==> config.mk <==
export PLATFORM = sky130hd
export DESIGN_NAME = text_overlay_ctrl
export DESIGN_NICKNAME = d
export VERILOG_FILES = /design/src/rtl/text_pkg.sv /design/src/rtl/text_buf_2bank.sv /design/src/rtl/text_overlay_ctrl.sv
export SDC_FILE = /design/constraint.sdc
export NUM_CORES = 1
export LEC_CHECK = 0
export CAP_MARGIN = 0
export CORE_ASPECT_RATIO = 1.1
export CORE_UTILIZATION = 45
export CTS_BUF_LIST = sky130_fd_sc_hd__clkbuf_8
export DETAILED_ROUTE_END_ITERATION = 7
export DONT_BUFFER_PORTS = 1
export SYNTH_ARGS = -nofsm -noshare
export SYNTH_HDL_FRONTEND = slang
export SYNTH_SLANG_ARGS = --single-unit
==> constraint.sdc <==
create_clock -name clk -period 2.8 [get_ports clk]
set_input_delay 0.28 -clock clk [delete_from_list [all_inputs] [get_ports clk]]
set_output_delay 0.28 -clock clk [all_outputs]
set_load 0.01 [all_outputs]
==> src/rtl/text_pkg.sv <==
// Shared types and constants for the text overlay sequencer.
package text_pkg;

  localparam int         CHAR_W      = 8;
  localparam int         CHAR_H      = 8;
  localparam logic [7:0] ASCII_SPACE = 8'd32;

  typedef enum logic [1:0] {
    IDLE,
    LOAD,
    PEND
  } wr_state_t;

endpackage

==> src/rtl/text_buf_2bank.sv <==
// Double-buffered character store: the writer fills the shadow bank while the
// scan path reads the active bank; a swap exchanges their roles.
module text_buf_2bank
  import text_pkg::*;
#(
  parameter int N_CHARS = 32,
  parameter int AW      = $clog2(N_CHARS)
) (
  input  logic              clk,
  input  logic              rst,
  input  logic              wr_en,
  input  logic [AW-1:0]     wr_addr,
  input  logic [CHAR_W-1:0] wr_data,
  input  logic              swap,
  input  logic [AW-1:0]     rd_addr,
  output logic [CHAR_W-1:0] rd_data
);

  logic [CHAR_W-1:0] bank0 [N_CHARS];
  logic [CHAR_W-1:0] bank1 [N_CHARS];
  logic              bank_sel;

  // Bank select: 0 means bank0 is displayed and bank1 is the shadow.
  always_ff @(posedge clk or negedge rst) begin
    if (!rst) begin
      bank_sel <= 1'b0;
    end else if (swap) begin
      bank_sel <= ~bank_sel;
    end
  end

  // Writes always land in whichever bank is not being displayed.
  always_ff @(posedge clk or negedge rst) begin
    if (!rst) begin
      for (int i = 0; i < N_CHARS; i++) begin
        bank0[i] <= '0;
        bank1[i] <= '0;
      end
    end else if (wr_en) begin
      if (bank_sel) begin
        bank0[wr_addr] <= wr_data;
      end else begin
        bank1[wr_addr] <= wr_data;
      end
    end
  end

  assign rd_data = bank_sel ? bank1[rd_addr] : bank0[rd_addr];

endmodule

==> src/rtl/text_overlay_ctrl.sv <==
// Character-overlay sequencer: accepts a text line over valid/ready, commits it
// at a frame boundary, and turns scan coordinates into registered glyph requests.
module text_overlay_ctrl
  import text_pkg::*;
#(
  parameter int N_CHARS      = 32,
  parameter int TEXT_X0      = 0,
  parameter int TEXT_Y0      = 16,
  parameter int BLINK_FRAMES = 30
) (
  input  logic       clk,
  input  logic       rst,
  input  logic       wr_valid,
  output logic       wr_ready,
  input  logic [7:0] wr_char,
  input  logic       wr_last,
  input  logic       clear,
  input  logic       frame_start,
  input  logic       blink_en,
  input  logic [9:0] x,
  input  logic [9:0] y,
  output logic [7:0] char_code,
  output logic [9:0] char_x,
  output logic [9:0] char_y,
  output logic       char_en,
  output logic       busy
);

  localparam int AW    = $clog2(N_CHARS);
  localparam int LW    = AW + 1;
  localparam int FCW   = (BLINK_FRAMES > 1) ? $clog2(BLINK_FRAMES) : 1;
  localparam int SHIFT = $clog2(CHAR_W);
  localparam int SW    = 10 - SHIFT;

  localparam logic signed [11:0] X0_S   = 12'(TEXT_X0);
  localparam logic signed [11:0] Y0_S   = 12'(TEXT_Y0);
  localparam logic signed [11:0] Y1_S   = 12'(TEXT_Y0 + CHAR_H);
  localparam logic [AW-1:0]      PTR_END = AW'(N_CHARS - 1);
  localparam logic [FCW-1:0]     FC_END  = FCW'(BLINK_FRAMES - 1);

  wr_state_t         state, state_nxt;
  logic [AW-1:0]     wr_ptr;
  logic [LW-1:0]     shadow_len;
  logic [LW-1:0]     active_len;
  logic [FCW-1:0]    frame_cnt;
  logic              blink_phase;

  logic              fire;
  logic              is_last;
  logic              swap;

  logic signed [11:0] xs, ys;
  logic              in_win;
  logic [9:0]        dx;
  logic [SW-1:0]     slot_full;
  logic              slot_ok;
  logic [AW-1:0]     rd_addr;
  logic [7:0]        rd_data;

  assign wr_ready = (state != PEND);
  assign busy     = (state == PEND);
  assign fire     = wr_valid & wr_ready & ~clear;
  assign is_last  = wr_last | (wr_ptr == PTR_END);
  assign swap     = (state == PEND) & frame_start & ~clear;

  // Writer state register.
  always_ff @(posedge clk or negedge rst) begin
    if (!rst) begin
      state <= IDLE;
    end else begin
      state <= state_nxt;
    end
  end

  // Writer next-state: clear restages from anywhere, otherwise load then wait for a frame.
  always_comb begin
    state_nxt = state;
    if (clear) begin
      state_nxt = PEND;
    end else begin
      case (state)
        IDLE:    if (fire) state_nxt = is_last ? PEND : LOAD;
        LOAD:    if (fire && is_last) state_nxt = PEND;
        PEND:    if (frame_start) state_nxt = IDLE;
        default: state_nxt = IDLE;
      endcase
    end
  end

  // Write pointer and staged/visible lengths.
  always_ff @(posedge clk or negedge rst) begin
    if (!rst) begin
      wr_ptr     <= '0;
      shadow_len <= '0;
      active_len <= '0;
    end else begin
      if (clear) begin
        wr_ptr     <= '0;
        shadow_len <= '0;
      end else if (fire) begin
        if (is_last) begin
          shadow_len <= {1'b0, wr_ptr} + LW'(1);
          wr_ptr     <= '0;
        end else begin
          wr_ptr <= wr_ptr + AW'(1);
        end
      end
      if (swap) begin
        active_len <= shadow_len;
      end
    end
  end

  // Blink timing: counts frames and flips visibility every half-period.
  always_ff @(posedge clk or negedge rst) begin
    if (!rst) begin
      frame_cnt   <= '0;
      blink_phase <= 1'b1;
    end else if (frame_start) begin
      if (frame_cnt == FC_END) begin
        frame_cnt   <= '0;
        blink_phase <= ~blink_phase;
      end else begin
        frame_cnt <= frame_cnt + FCW'(1);
      end
    end
  end

  text_buf_2bank #(
    .N_CHARS(N_CHARS),
    .AW     (AW)
  ) u_buf (
    .clk    (clk),
    .rst    (rst),
    .wr_en  (fire),
    .wr_addr(wr_ptr),
    .wr_data(wr_char),
    .swap   (swap),
    .rd_addr(rd_addr),
    .rd_data(rd_data)
  );

  assign xs        = signed'({2'b00, x});
  assign ys        = signed'({2'b00, y});
  assign in_win    = (xs >= X0_S) & (ys >= Y0_S) & (ys < Y1_S);
  assign dx        = x - 10'(TEXT_X0);
  assign slot_full = SW'(dx >> SHIFT);
  assign slot_ok   = in_win & (11'(slot_full) < 11'(active_len));
  assign rd_addr   = AW'(slot_full);

  // Scan path: one-cycle registered glyph request aligned with delayed coordinates.
  always_ff @(posedge clk or negedge rst) begin
    if (!rst) begin
      char_code <= '0;
      char_x    <= '0;
      char_y    <= '0;
      char_en   <= 1'b0;
    end else begin
      char_code <= slot_ok ? rd_data : 8'd0;
      char_x    <= x;
      char_y    <= y;
      char_en   <= slot_ok & (rd_data != ASCII_SPACE) & ~(blink_en & ~blink_phase);
    end
  end

endmodule
==> results.yml <==
sta:
  skew_ps: 39.6
  fin_crit_sh_pct: 92.5
  hold_ws_ps: -685
  tns_ps: 0
  timing.max_slew.rel_slack_pct: -8.07
  timing.final.hold_violations: 567
  tightest_slew_ps: 1620
  slew_viol_final: 130
  setup-violations-final: 0
  fin_crit_ps: 2590
  rsz0062_at_grt: "false"
  fmax_mhz: 386
synth:
  synthCells: 1707
  yosysTopAreaCell: "dfrtp_1"
  ys.flop_type: "dfrtp_1"
  synth_commonest_cells: "dfrtp_1, mux2_2, mux4_2, nand2_1, clkbuf_1"
  yosysTopAreaCellShare_pct: 55.1
  synthArstFlopShare_pct: 100
  syn-num-nets: 1754
  ys_seq_area_share_pct: 55.2
  syn_avg_cell_area_um2: 15.1
  synth.most_common_cell: "dfrtp_1"
  synth.cell_area_um2: 25700
  ys_warn_count: 0
  synth-edff-count: 0
  synth.distinct_cells: 58
  yosys-top-cells-area: "dfrtp_1, mux2_2, mux4_2"
  ys_ff_latch: 567
floorplanning:
  dieWidth_um: 230
  num_io_pins: 66
  dieArea_um2: 58100
  die_h_um: 253
  start_util_pct: 45.7
  core_area_um2: 56200
  fp-row-count: 91
global_routing:
  grt-ovfl-total: 0
  grt_pass1_wl_um: 99500
  grt_max_degree: 568
  grt_pass1_vias: 16200
  grtUsageTotal_pct: 22.6
  antenna_found_initial: 1
pwr:
  p_per_area_nw_per_um2: 582
  p_int_mw: 13.0
  p_comb_share_pct: 6.0
  leakage_nw: 14.3
  ir_worst_vdd_uv: 278
  pwr-share-seq_pct: 50.6
  p_sw_share_pct: 23.4
  p_switching_mw: 3.97
  clkPwrFrac_pct: 43.4
setup_path:
  slowest_delay_ps: 490
  rr_worst_depth: 8
  arrival_ps: 3130
  crit_fanout: 2
  critPathSlowestCell: "mux4_2"
  worstPathCellList: "mux4_2 -> and2_1 -> a2111oi_0 -> buf_4 -> a2111oi_0 -> a211o_1 -> nor4b_2 -> a221oi_2"
  cpMostUsedCell: "a2111oi_0"
  required_ps: 3340
  path_class: "register to register"
  startpoint_type: "register"
  worst_r2r_endpoint: "char_en"
  cp-end-kind: "register"
  regToRegSetupSlack_ps: 210
  timing.rr.start: "u_buf.bank1[135]"
place:
  hpwlAfterDp_um: 36900
  placed_cell_area_um2: 26700
  gp_congestion: 0.830
  portBuffers: 0
routing:
  drt_wl_total_um: 63600
  first_pass_iters: 5
  viasPerCell: 5.77
  drt_iter0_drc: 1097
  drt_drc_violations_left: 0
  dr_total_vias: 15200
  final_antenna_net_count: 0
  routedWlPerCell_um: 24.2
clock_network:
  cts.path.max_buffers: 3
  clk_latency_ps: 670
  cts.sinks: 567
  cts-root-buf: "clkbuf_8"
  cts_max_level: 3
  cts-buffers-inserted: 95
  cts_setup_buffers: 0
  cts_tree: "yes"
  postCtsHoldBufs: 34
  clkSlewWorstSetupHoldPaths_ps: 60
  ctsResizeCount: 0
final_layout:
  n_fill_cell: 4723
  area_growth_pct: 13.1
  nNetsFinal: 1854
  drive_above_1_share_pct: 46.6
  final_cell_area_um2: 29100
status:
  status: "complete, but fails checks"
  violations: "negative hold slack, max-slew violations"
worst_hold_path:
  hold_path.class: "input pin to asynchronous set/reset pin"
flow_run:
  maxCapViolCount: 0
==> worst max-delay path by stage <==
stage                 to             start  slack (ps)  cells past startpoint
2_1_floorplan  wr_ptr[2]         wr_ptr[0]         540                      8
3_3_place_gp     char_en              x[3]         290                      8
3_5_place_dp     char_en              x[3]         220                      8
4_1_cts          char_en  u_buf.bank1[135]         210                      8
5_1_grt          char_en  u_buf.bank1[135]         150                      8
6_report         char_en  u_buf.bank1[135]         210                      8
==> flip-flops by register name, indices dropped and copies added (netlist names), 2 cells and up <==
signal / cells
u_buf.bank0: 256
u_buf.bank1: 256
char_x: 10
char_y: 10
char_code: 8
active_len: 6
shadow_len: 6
frame_cnt: 5
wr_ptr: 5
state: 2
==> cell usage in the layout (no fill, tap or decap), types with 11 or more instances in the layout <==
cell type      count
dfrtp_1          566
mux2_2           517
clkbuf_8         127
mux4_2           112
nand2_1          105
buf_4             89
inv_1             51
nor2_1            29
dlygate4sd3_1     26
mux2i_1           24
nand3_1           24
o21ai_0           21
a22oi_1           21
and3_1            14
ha_1              12
mux4_1            11
==> worst max-delay path, delay by kind of cell (launching register included) <==
family / cells / cell delay, ps
buf+inv: 1 / 190
compound gates: 4 / 930
flops: 1 / 380
simple gates: 2 / 470
mux: 1 / 490
==> kinds of logic (layout without fill, tap and decap cells) <==
logic type	Yosys count	after routing	synth area share [%]
mux	664	664	34.5
flops	567	567	55.2
simple gates	218	218	3.97
buf+inv	138	314	2.79
compound gates	104	104	2.87
fa+ha+maj	12	12	0.584
xor+xnor	4	4	0.136
other cells	0	1	0
==> final cells by class <==
type / instances / area, µm² / area share (%)
antenna: 1 / 2.50 / 0.00860
multi-input combinational: 1002 / 10800 / 37.2
tap: 744 / 931 / 3.20
clock inverter: 46 / 198 / 0.679
clock buffer: 127 / 1750 / 6.01
timing repair buffer: 123 / 1150 / 3.95
sequential: 567 / 14200 / 48.8
inverter: 18 / 67.6 / 0.232
==> through the flow <==
step	setup WS, ps	hold WS (ps)	std cells	util [%]	total power, mW
floorplan	541	-15.6	1707	-	9.48
global placement	295	0.475	2420	47.4	9.48
detailed placement	217	6.65	2420	47.4	9.51
CTS	212	-730	2627	51.7	17.1
global route	150	-725	2628	51.7	17.6
finish	211	-685	2628	51.7	16.9
==> metal layers <==
metal  wire length (µm)  GRT usage, %
met1              28700          31.3
met4               1120          6.55
met3               2810          3.40
met2              31000          36.9
met5                  0             0
==> power groups by stage <==
stage | Combinational, mW | Sequential [mW] | Clock (mW)
finish | 1.02 | 8.57 | 7.34
global route | 1.09 | 8.59 | 7.91
CTS | 1.02 | 8.56 | 7.57
detailed placement | 0.807 | 8.70 | 0
global placement | 0.786 | 8.70 | 0
floorplan | 0.825 | 8.65 | 0
(Power assumes the default switching activity.)
